### src/rtl/ahb_lite_master_port.sv
// ahb_lite_master_port: valid/ready command port to single-outstanding AHB-Lite NONSEQ SINGLE initiator
module ahb_lite_master_port #(
    parameter int          ADDR_WIDTH = 32,
    parameter int          DATA_WIDTH = 32,
    parameter logic [3:0]  HPROT_VAL  = 4'b0011
) (
    input  logic                  HCLK,
    input  logic                  HRESETn,
    input  logic                  cmd_valid,
    output logic                  cmd_ready,
    input  logic                  cmd_write,
    input  logic [1:0]            cmd_size,
    input  logic [ADDR_WIDTH-1:0] cmd_addr,
    input  logic [DATA_WIDTH-1:0] cmd_wdata,
    output logic                  rsp_valid,
    output logic                  rsp_error,
    output logic [DATA_WIDTH-1:0] rsp_rdata,
    output logic [ADDR_WIDTH-1:0] HADDR,
    output logic [1:0]            HTRANS,
    output logic                  HWRITE,
    output logic [2:0]            HSIZE,
    output logic [2:0]            HBURST,
    output logic [3:0]            HPROT,
    output logic                  HMASTLOCK,
    output logic [DATA_WIDTH-1:0] HWDATA,
    input  logic [DATA_WIDTH-1:0] HRDATA,
    input  logic                  HREADY,
    input  logic [1:0]            HRESP
);
    logic                  ap_valid;
    logic                  ap_write;
    logic [1:0]            ap_size;
    logic [ADDR_WIDTH-1:0] ap_addr;
    logic [DATA_WIDTH-1:0] ap_wdata;
    logic                  dp_valid;
    logic                  dp_write;
    logic [DATA_WIDTH-1:0] dp_wdata;
    logic                  cancel;
    logic                  resp_err;
    logic                  err1;
    logic                  issue;
    logic                  accept;
    logic                  done;
    logic [1:0]            size_n;
    logic [ADDR_WIDTH-1:0] addr_n;

    always_comb begin
        resp_err  = HRESP != 2'b00;
        err1      = dp_valid & ~HREADY & resp_err;
        issue     = ap_valid & ~cancel;
        cmd_ready = ~ap_valid | (HREADY & ~err1 & ~cancel);
        accept    = cmd_valid & cmd_ready;
        done      = dp_valid & HREADY;
        size_n    = (cmd_size == 2'd3) ? 2'd2 : cmd_size;
        addr_n    = {cmd_addr[ADDR_WIDTH-1:2],
                     (size_n == 2'd2) ? 1'b0 : cmd_addr[1],
                     (size_n == 2'd0) ? cmd_addr[0] : 1'b0};
    end

    // AP is held through the cancelled cycle so the same command is reissued after an ERROR
    always_ff @(posedge HCLK) begin
        if (!HRESETn) begin
            ap_valid  <= 1'b0;
            ap_write  <= 1'b0;
            ap_size   <= 2'd0;
            ap_addr   <= '0;
            ap_wdata  <= '0;
            dp_valid  <= 1'b0;
            dp_write  <= 1'b0;
            dp_wdata  <= '0;
            cancel    <= 1'b0;
            rsp_valid <= 1'b0;
            rsp_error <= 1'b0;
            rsp_rdata <= '0;
        end else begin
            if (accept) begin
                ap_valid <= 1'b1;
                ap_write <= cmd_write;
                ap_size  <= size_n;
                ap_addr  <= addr_n;
                ap_wdata <= cmd_wdata;
            end else if (HREADY & ~cancel) begin
                ap_valid <= 1'b0;
            end
            if (HREADY) begin
                dp_valid <= issue;
                dp_write <= ap_write;
                dp_wdata <= ap_wdata;
            end
            cancel    <= err1 | (cancel & ~HREADY);
            rsp_valid <= done;
            rsp_error <= done & resp_err;
            rsp_rdata <= (done & ~dp_write & ~resp_err) ? HRDATA : '0;
        end
    end

    assign HTRANS    = issue ? 2'b10 : 2'b00;
    assign HADDR     = ap_addr;
    assign HWRITE    = ap_write;
    assign HSIZE     = {1'b0, ap_size};
    assign HBURST    = 3'b000;
    assign HPROT     = HPROT_VAL;
    assign HMASTLOCK = 1'b0;
    assign HWDATA    = (dp_valid & dp_write) ? dp_wdata : '0;
endmodule

### config.mk
export PLATFORM = sky130hd
export DESIGN_NAME = ahb_lite_master_port
export DESIGN_NICKNAME = d
export VERILOG_FILES = /design/src/rtl/ahb_lite_master_port.sv
export SDC_FILE = /design/constraint.sdc
export NUM_CORES = 1
export LEC_CHECK = 0
export ABC_AREA = 1
export BUFFER_PORTS_ARGS = -buffer_cell sky130_fd_sc_hd__buf_2
export CAP_MARGIN = 20
export CORE_MARGIN = 2
export CORE_UTILIZATION = 35
export CTS_BUF_LIST = sky130_fd_sc_hd__clkbuf_4 sky130_fd_sc_hd__clkbuf_8 sky130_fd_sc_hd__clkbuf_16
export CTS_CLUSTER_DIAMETER = 60
export CTS_CLUSTER_SIZE = 20
export DETAILED_ROUTE_END_ITERATION = 10
export GPL_TIMING_DRIVEN = 0
export PLACE_DENSITY = 0.63
export SLEW_MARGIN = 20
export SYNTH_ARGS = -nofsm -noshare
export SYNTH_HDL_FRONTEND = slang
export SYNTH_SLANG_ARGS = --single-unit
### constraint.sdc
create_clock -name HCLK -period 1.5 [get_ports HCLK]
set_input_delay 0.15 -clock HCLK [delete_from_list [all_inputs] [get_ports HCLK]]
set_output_delay 0.15 -clock HCLK [all_outputs]
set_load 0.05 [all_outputs]
==> impl_metrics.yaml, run 1 <==
status:
  status: "finished, final reports clean"
logic_synthesis:
  syn_avg_cell_area_sq_um: 7.146
  synth_commonest_cells: "137 x dfxtp_1, 136 x inv_1, 134 x nor2_1"
  async_reset_ff_share_pct: 0
  ys_types: 17
  yosys.area_share.simple_pct: 23.69
  synth_top_cell_by_area: "dfxtp_1"
  synth_mux_area_share_pct: 0
  ys_seq_area_share_pct: 51.11
  synth_compound_gate_area_share_pct: 9.629
  synthTopCellsByArea: "dfxtp_1 51%, inv_1 9.5%, nor2_1 9.4%"
  yosysWarnings: 0
  synth_adder_area_share_pct: 0
  synth_top_area_share_pct: 51.11
  netlist_area_sq_mm: 0.005366
  synth_flop_cell: "dfxtp_1"
  synth_xor_area_share_pct: 0
  synthCells: 751
  synth_edf_count: 0
  synth_top_family_by_area: "simple AND/OR/NAND/NOR gates"
  synth_most_common_cell: "dfxtp_1"
  yosys_register_bits: 137
floorplanning:
  die_x_um: 127.8
  rows: 45
  die_height_um: 127.8
  dieArea_sq_mm: 0.01634
  core_area_sq_mm: 0.01509
  ioPinCount: 218
  start_util_pct: 35.56
drt:
  ant_nets: 0
  routed_via_density: 4.357
  routed_wl_mm: 15.06
  dr.pass1.iters: 5
  drt_iter0_drc: 260
  wl_per_cell_um: 12.32
  route.detailed.drc: 0
  vias: 5328
place:
  portBuffers: 205
  place_congestion: 0.7786
  placed_area_sq_mm: 0.006658
  hpwlAfterDp_mm: 10.65
  dp_cells: 1152
timing:
  period_needed_ps: 1498
  worst_pin_slew_ps: 509.8
  relSlewSlack_pct: 66.01
  fin_crit_sh_pct: 99.88
  rsz0062_at_grt: "true"
  setup_viol_count_final: 0
  hold_violations: 0
  finClkSkew_ps: 6.960
  slew_violations: 0
  fmax_ghz: 0.6675
setup_path:
  end_kind: "output pin"
  required_ps: 1350
  crit_arrival_ps: 1350
  start_kind: "flip-flop"
  r2r-start: "cancel$_SDFF_PN0_"
  worstSetupPathType: "reg -> out"
  crit_start: "dp_valid$_SDFFE_PN0P_"
  crit_fanout: 10
final_layout:
  design_area_sq_mm: 0.007965
  instances_no_fill: 1223
  syn2layout_area_growth_pct: 48.43
  nets: 1126
  utilization_pct: 52.79
  drive_gt1_share_pct: 30.75
  fillCellCount: 1508
global_routing:
  grt_pass1_vias: 4867
  globalRouteTotalUtil_pct: 18.20
  grt_max_degree: 17
  grt_antenna_before_repair: 2
  globalRouteOverflowTotal: 0
  grt_pass1_wl_mm: 23.52
power:
  clock_power_share_pct: 43.8
  p_int_w: 0.006814
  peakVddDrop_uv: 782.1
  share_seq_of_total_power_pct: 42.1
  total_power_w: 0.009302
  pwr-share-comb_pct: 14.1
  powerDensity_mw_per_mm2: 1168
  p_leak_nw: 4.156
  swShare_pct: 26.75
  p_sw_w: 0.002488
clocking:
  cts_made_buffers: 17
  clk_pin_slew_ps: 60
  clockBufferDepth: 2
  cts.sinks: 137
  clk-insertion-delay-late_ps: 410
  cts_tree: "built"
  htree_levels: 4
  ctsRootBufferMaster: "clkbuf_16"
flow_run:
  drv_cap: 0
worst_hold_path:
  hp-class: "in -> reg"
  min_from: "HRESETn"
[power by group through the flow]
stage	Sequential [W]	Combinational, W	Clock [W]
floorplan	0.00425	0.000584	0
global placement	0.00399	0.00120	0
detailed placement	0.00399	0.00121	0
CTS	0.00392	0.00129	0.00415
global route	0.00394	0.00144	0.00432
finish	0.00392	0.00131	0.00407
[metal layers]
metal / global-route usage [%] / vias up / share of wire [%]
met5: 0 / - / 0
met4: 8.791 / 0 / 2.9
met3: 4.508 / 31 / 5.8
met2: 29.44 / 166 / 47
met1: 22.76 / 2342 / 44
li1: - / 2789 / -
[worst max-delay path, stage by stage, from the launching register on]
cell	delay, ps
dfxtp_2	350
nand2_4	90
clkbuf_16	200
nor2_2	120
buf_6	170
[registers in the layout, indices dropped and copies added (netlist names)]
register	flops
cancel	1
rsp_valid	1
rsp_rdata	32
ap_size	2
dp_write	1
dp_wdata	32
HWRITE	1
ap_valid	1
ap_wdata	32
HADDR	32
dp_valid	1
rsp_error	1
[cells by family (layout without fill, tap and decap cells)]
logic type,Yosys count,count (layout)
compound gates,103,103
flops,137,137
other cells,2,11
simple gates,313,313
buf+inv,196,471
[area by class of cell]
cell class	instances	area (sq um)	share of cell area (%)
Antenna cell	1	2.502	0.03142
Clock buffer	19	452.9	5.686
Buffer	60	375.4	4.713
Clock inverter	13	126.4	1.587
Tap cell	188	235.2	2.953
Multi-Input combinational cell	426	1927	24.19
Timing Repair Buffer	243	1590	19.97
Sequential cell	137	2745	34.46
Inverter	136	510.5	6.409
[timing repair]
action,in CTS,in global routing
hold buffers,32,0
pin swaps,1,0
buffers inserted,3,3
endpoints found under the hold margin,32,0
resized for setup,80,37
endpoints found under the setup margin,33,32
[final timing paths]
| kind | to | slack [ps] | cells past startpoint |
|---|---|---|---|
| setup reg to reg | HADDR[5]$_SDFFE_PN0P_ | 180 | 8 |
| setup / recovery | HWDATA[3] | 2 | 4 |
| hold / removal | ap_valid$_SDFFE_PN0P_ | 50 | 3 |
| hold reg to reg | dp_wdata[29]$_SDFFE_PN0P_ | 460 | 2 |
[metrics by stage]
stage / setup TNS (ps) / hold WS, ps / setup slack, ps
CTS: -172.6 / 34.85 / -22.71
detailed placement: -145.8 / 368.0 / -40.55
finish: 0 / 51.42 / 1.813
global placement: -521.3 / 362.6 / -83.22
floorplan: 0 / 262.2 / 60.99
global route: -527.9 / 63.43 / -63.03
[cells in the final DEF, fill, tap and decap left out, drive strengths merged, types with 2 or more instances in the layout]
master	count
nor2	135
dlygate4sd3	32
nand3	68
conb	10
dfxtp	137
clkbuf	36
inv	137
clkinv	7
nand2	109
bufinv	2
clkinvlp	3
a21oi	68
buf	254
o21ai	34
(Power assumes the default switching activity.)
==> inputs of run 2 (changes only) <==
Settings changed: CORE_MARGIN 2 to 5, SKIP_CTS_REPAIR_TIMING set to 1.
==> impl_metrics.yaml, run 2 (synthesis gave the netlist of run 1 again) <==
power:
  powerDensity_mw_per_mm2: 1194
  total_power_w: 0.009626
  p_leak_nw: 4.162
  peakVddDrop_uv: 773.3
drt:
  drt_iter0_drc: 262
  route.detailed.drc: 0
  wl_per_cell_um: 13.05
  vias: 5298
  routed_wl_mm: 15.99
  ant_nets: 0
  dr.pass1.iters: 4
  routed_via_density: 4.325
setup_path:
  cp-endpoint: "HWDATA[24]"
  crit_fanout: 10
  reg2regPathDepth: 8
  crit_start: "dp_valid$_SDFFE_PN0P_"
  worstSetupPathType: "reg -> out"
  crit_arrival_ps: 1320
  start_kind: "flip-flop"
  rrSetupSlack_ps: 140
  required_ps: 1350
  end_kind: "output pin"
  r2r-start: "cancel$_SDFF_PN0_"
  r2r-end: "HADDR[10]$_SDFFE_PN0P_"
timing:
  period_needed_ps: 1473
  finalSetupTns_ps: 0
  relSlewSlack_pct: 65.55
  hold_ws_ps: 42.27
  slew_violations: 0
  finClkSkew_ps: 5.800
  fin_crit_sh_pct: 98.19
  hold_violations: 0
  fmax_ghz: 0.6789
  setup_slack_ps: 27.09
  setup_viol_count_final: 0
  worst_pin_slew_ps: 516.7
  rsz0062_at_grt: "true"
final_layout:
  fillCellCount: 1489
  ff_latch_area_sq_mm: 0.002750
  syn2layout_area_growth_pct: 50.17
  final_common_cell: "buf_2"
  layout_common_cells: "196 x buf_2, 136 x inv_1, 135 x dfxtp_1"
  drive_gt1_share_pct: 30.89
  nets: 1128
  multi_input_area_sq_mm: 0.001952
floorplanning:
  start_util_pct: 35.43
  die_x_um: 133.8
  die_height_um: 133.8
  dieArea_sq_mm: 0.01791
  core_area_sq_mm: 0.01515
  ioPinCount: 218
  rows: 45
place:
  hpwlAfterDp_mm: 11.29
  place_congestion: 0.8101
  pre_cts_ws_ps: -94.15
  portBuffers: 205
global_routing:
  grt_max_degree: 17
  grt_pass1_wl_mm: 24.16
  grt_pass1_vias: 4921
  grt_antenna_before_repair: 1
  globalRouteTotalUtil_pct: 16.86
  globalRouteOverflowTotal: 0
clocking:
  cts_tree: "built"
  cts_made_buffers: 17
  clk-insertion-delay-late_ps: 420
  htree_levels: 4
  clockBufferDepth: 2
  clk_pin_slew_ps: 60
  ctsRootBufferMaster: "clkbuf_16"
  cts.sinks: 137
status:
  status: "finished, final reports clean"
flow_run:
  drv_cap: 0
worst_hold_path:
  min_from: "cmd_addr[26]"
  hp-class: "in -> reg"
run 2: cell count changes in the layout (fill, tap and decap cells not counted), sizes merged:
cell | before | now
buf | 254 | 257
bufinv | 2 | 4
clkbuf | 36 | 33
clkinv | 7 | 4
clkinvlp | 3 | 5
inv | 137 | 138
run 2: worst max-delay path, cell delays in order (launching register included):
cell and delay, ps:
dfxtp_4 380, nand2_8 90, buf_6 160, nor2_1 110, buf_6 170
run 2: layout make-up:
type | instances | share of cell area [%]
diodes | 1 | 0.03105
plain buffers | 60 | 4.502
clock buffers | 17 | 5.279
clock inverters | 15 | 2.469
inverters | 136 | 6.334
multi-input cells | 426 | 24.22
flip-flops and latches | 137 | 34.13
well taps | 188 | 2.919
repair buffers | 245 | 20.12
run 2: routing by layer:
layer / global-route usage, % / routed length, um / vias to the layer above / share of wire, %
li1: - / - / 2792 / -
met1: 20.86 / 6915 / 2330 / 43
met4: 7.029 / 384 / 0 / 2.4
met2: 27.77 / 7677 / 150 / 48
met3: 4.576 / 1010 / 26 / 6.3
met5: 0 / 0 / - / 0
run 2: worst min path at each step:
stage	cells after the start	end
6_report	5	HADDR[26]$_SDFFE_PN0P_
3_5_place_dp	3	rsp_rdata[15]$_SDFF_PN0_
5_1_grt	5	HADDR[9]$_SDFFE_PN0P_
4_1_cts	3	rsp_rdata[25]$_SDFF_PN0_
3_3_place_gp	3	rsp_rdata[8]$_SDFF_PN0_
2_1_floorplan	2	rsp_rdata[0]$_SDFF_PN0_
run 2: report_power, final:
group / leakage [nW] / internal [W] / switching [W]
sequential: 1.13 / 0.00383 / 0.0000890
clock: 0.292 / 0.00278 / 0.00162
combinational: 2.75 / 0.000463 / 0.000844
run 2: metrics by stage:
| stage | instance area [sq um] | cells | utilization, % |
|---|---|---|---|
| floorplan | 5396 | 759 | - |
| global placement | 6658 | 1152 | 43.96 |
| detailed placement | 6658 | 1152 | 43.96 |
| CTS | 7282 | 1184 | 48.08 |
| global route | 8059 | 1225 | 53.21 |
| finish | 8059 | 1225 | 53.21 |
==> inputs of run 3 (changes only) <==
Settings changed: PLACE_DENSITY 0.63 to unset, PLACE_DENSITY_LB_ADDON set to 0.05.
==> impl_metrics.yaml, run 3 (synthesis gave the netlist of run 1 again) <==
status:
  status: "finished, final reports clean"
place:
  place_congestion: 0.7359
  portBuffers: 205
  hpwlAfterDp_mm: 11.26
  dp_cells: 1152
worst_hold_path:
  min_path_cells: 5
  hp-class: "in -> reg"
timing:
  finClkSkew_ps: 3.499
  fin_crit_sh_pct: 99.37
  fmax_ghz: 0.6709
  rsz0062_at_grt: "true"
  relSlewSlack_pct: 66.65
  setup_viol_count_final: 0
  slew_violations: 0
  worst_pin_slew_ps: 500.2
  period_needed_ps: 1491
  hold_violations: 0
global_routing:
  gr-max-usage-layer: "met2"
  grt_use_met2_pct: 27.15
  globalRouteOverflowTotal: 0
  grtUsageMet3_pct: 6.489
  globalRouteTotalUtil_pct: 16.96
  grt_pass1_wl_mm: 24.31
  grt_use_met1_pct: 20.83
  grt_pass1_vias: 4918
  grt_antenna_before_repair: 0
  grt_max_degree: 17
setup_path:
  rrSetupSlack_ps: 150
  worstSetupPathType: "reg -> out"
  start_kind: "flip-flop"
  reg2regPathDepth: 8
  crit_arrival_ps: 1340
  end_kind: "output pin"
  crit_fanout: 10
  required_ps: 1350
clocking:
  cts_made_buffers: 17
  cts_tree: "built"
  htree_levels: 4
  ctsRootBufferMaster: "clkbuf_16"
  cts.sinks: 137
  clockBufferDepth: 2
  clk_pin_slew_ps: 60
  clk-insertion-delay-late_ps: 420
final_layout:
  drive_gt1_share_pct: 30.94
  diodes: 0
  syn2layout_area_growth_pct: 48.94
  nets: 1123
  fillCellCount: 1608
  final_common_cell: "buf_2"
  instances_no_fill: 1219
  layout_common_cells: "193 x buf_2, 136 x inv_1, 135 x dfxtp_1"
floorplanning:
  die_height_um: 133.8
  rows: 45
  core_area_sq_mm: 0.01515
  dieArea_sq_mm: 0.01791
  ioPinCount: 218
  start_util_pct: 35.43
  die_x_um: 133.8
drt:
  routed_wl_mm: 15.70
  routed_via_density: 4.299
  ant_nets: 0
  drt_iter0_drc: 278
  dr.pass1.iters: 4
  wl_per_cell_um: 12.88
  route.detailed.drc: 0
  vias: 5240
power:
  peakVddDrop_uv: 789.0
  p_leak_nw: 4.115
  powerDensity_mw_per_mm2: 1155
  swShare_pct: 28.51
  clock_power_share_pct: 43.5
  p_int_w: 0.006597
  p_sw_w: 0.002631
  share_seq_of_total_power_pct: 42.4
  total_power_w: 0.009229
  pwr-share-comb_pct: 14.0
flow_run:
  drv_cap: 0
## run 3: cell count changes in the layout (fill, tap and decap cells not counted), sizes merged
cell,before,now
buf,257,249
bufinv,4,1
clkbuf,33,36
diode,1,0
inv,138,141
## run 3: path summary, 6_finish.rpt
path                                  start                         to
setup reg to reg          cancel$_SDFF_PN0_  ap_wdata[24]$_SDFFE_PN0P_
hold reg to reg   ap_wdata[10]$_SDFFE_PN0P_  dp_wdata[10]$_SDFFE_PN0P_
setup / recovery      dp_valid$_SDFFE_PN0P_                  HWDATA[9]
hold / removal                 cmd_addr[17]     HADDR[17]$_SDFFE_PN0P_
## run 3: per-stage QoR
| step | hold WS (ps) | TNS (ps) | cell area [sq um] | utilization (%) | setup slack, ps |
|---|---|---|---|---|---|
| finish | 45.70 | 0 | 7993 | 52.77 | 9.493 |
| global route | 44.06 | -589.9 | 7993 | 52.77 | -40.60 |
| CTS | -81.42 | -11300 | 7228 | 47.72 | -474.0 |
| detailed placement | 367.7 | -48.58 | 6658 | 43.96 | -17.98 |
| global placement | 362.5 | -107.7 | 6658 | 43.96 | -40.43 |
| floorplan | 262.2 | 0 | 5396 | - | 60.99 |
## run 3: power by group through the flow
stage               clock, W  combinational, W  sequential [W]
detailed placement         0           0.00121         0.00399
global route         0.00429           0.00145         0.00394
floorplan                  0          0.000584         0.00425
global placement           0           0.00120         0.00399
CTS                  0.00412           0.00121         0.00391
finish               0.00402           0.00130         0.00392
## run 3: cell type report
class                   instances  area [sq um]  share of cell area (%)
clock buffers                  17         425.4                   5.322
well taps                     188         235.2                   2.943
flip-flops and latches        137          2750                   34.41
clock inverters                15         145.1                   1.816
plain buffers                  60         371.6                   4.649
multi-input cells             426          1967                   24.61
repair buffers                240          1588                   19.87
inverters                     136         510.5                   6.387
## run 3: worst max-delay path, stage by stage (launching register included)
cell,delay [ps]
dfxtp_4,380
nand2_8,90
buf_8,160
nor2_2,110
buf_6,170
## run 3: routing by layer
metal	wire length, um	part of all wire, %	up-vias
met2	7483	48	141
met4	287	1.8	0
met5	0	0	-
met3	1151	7.3	20
met1	6775	43	2295
li1	-	-	2784
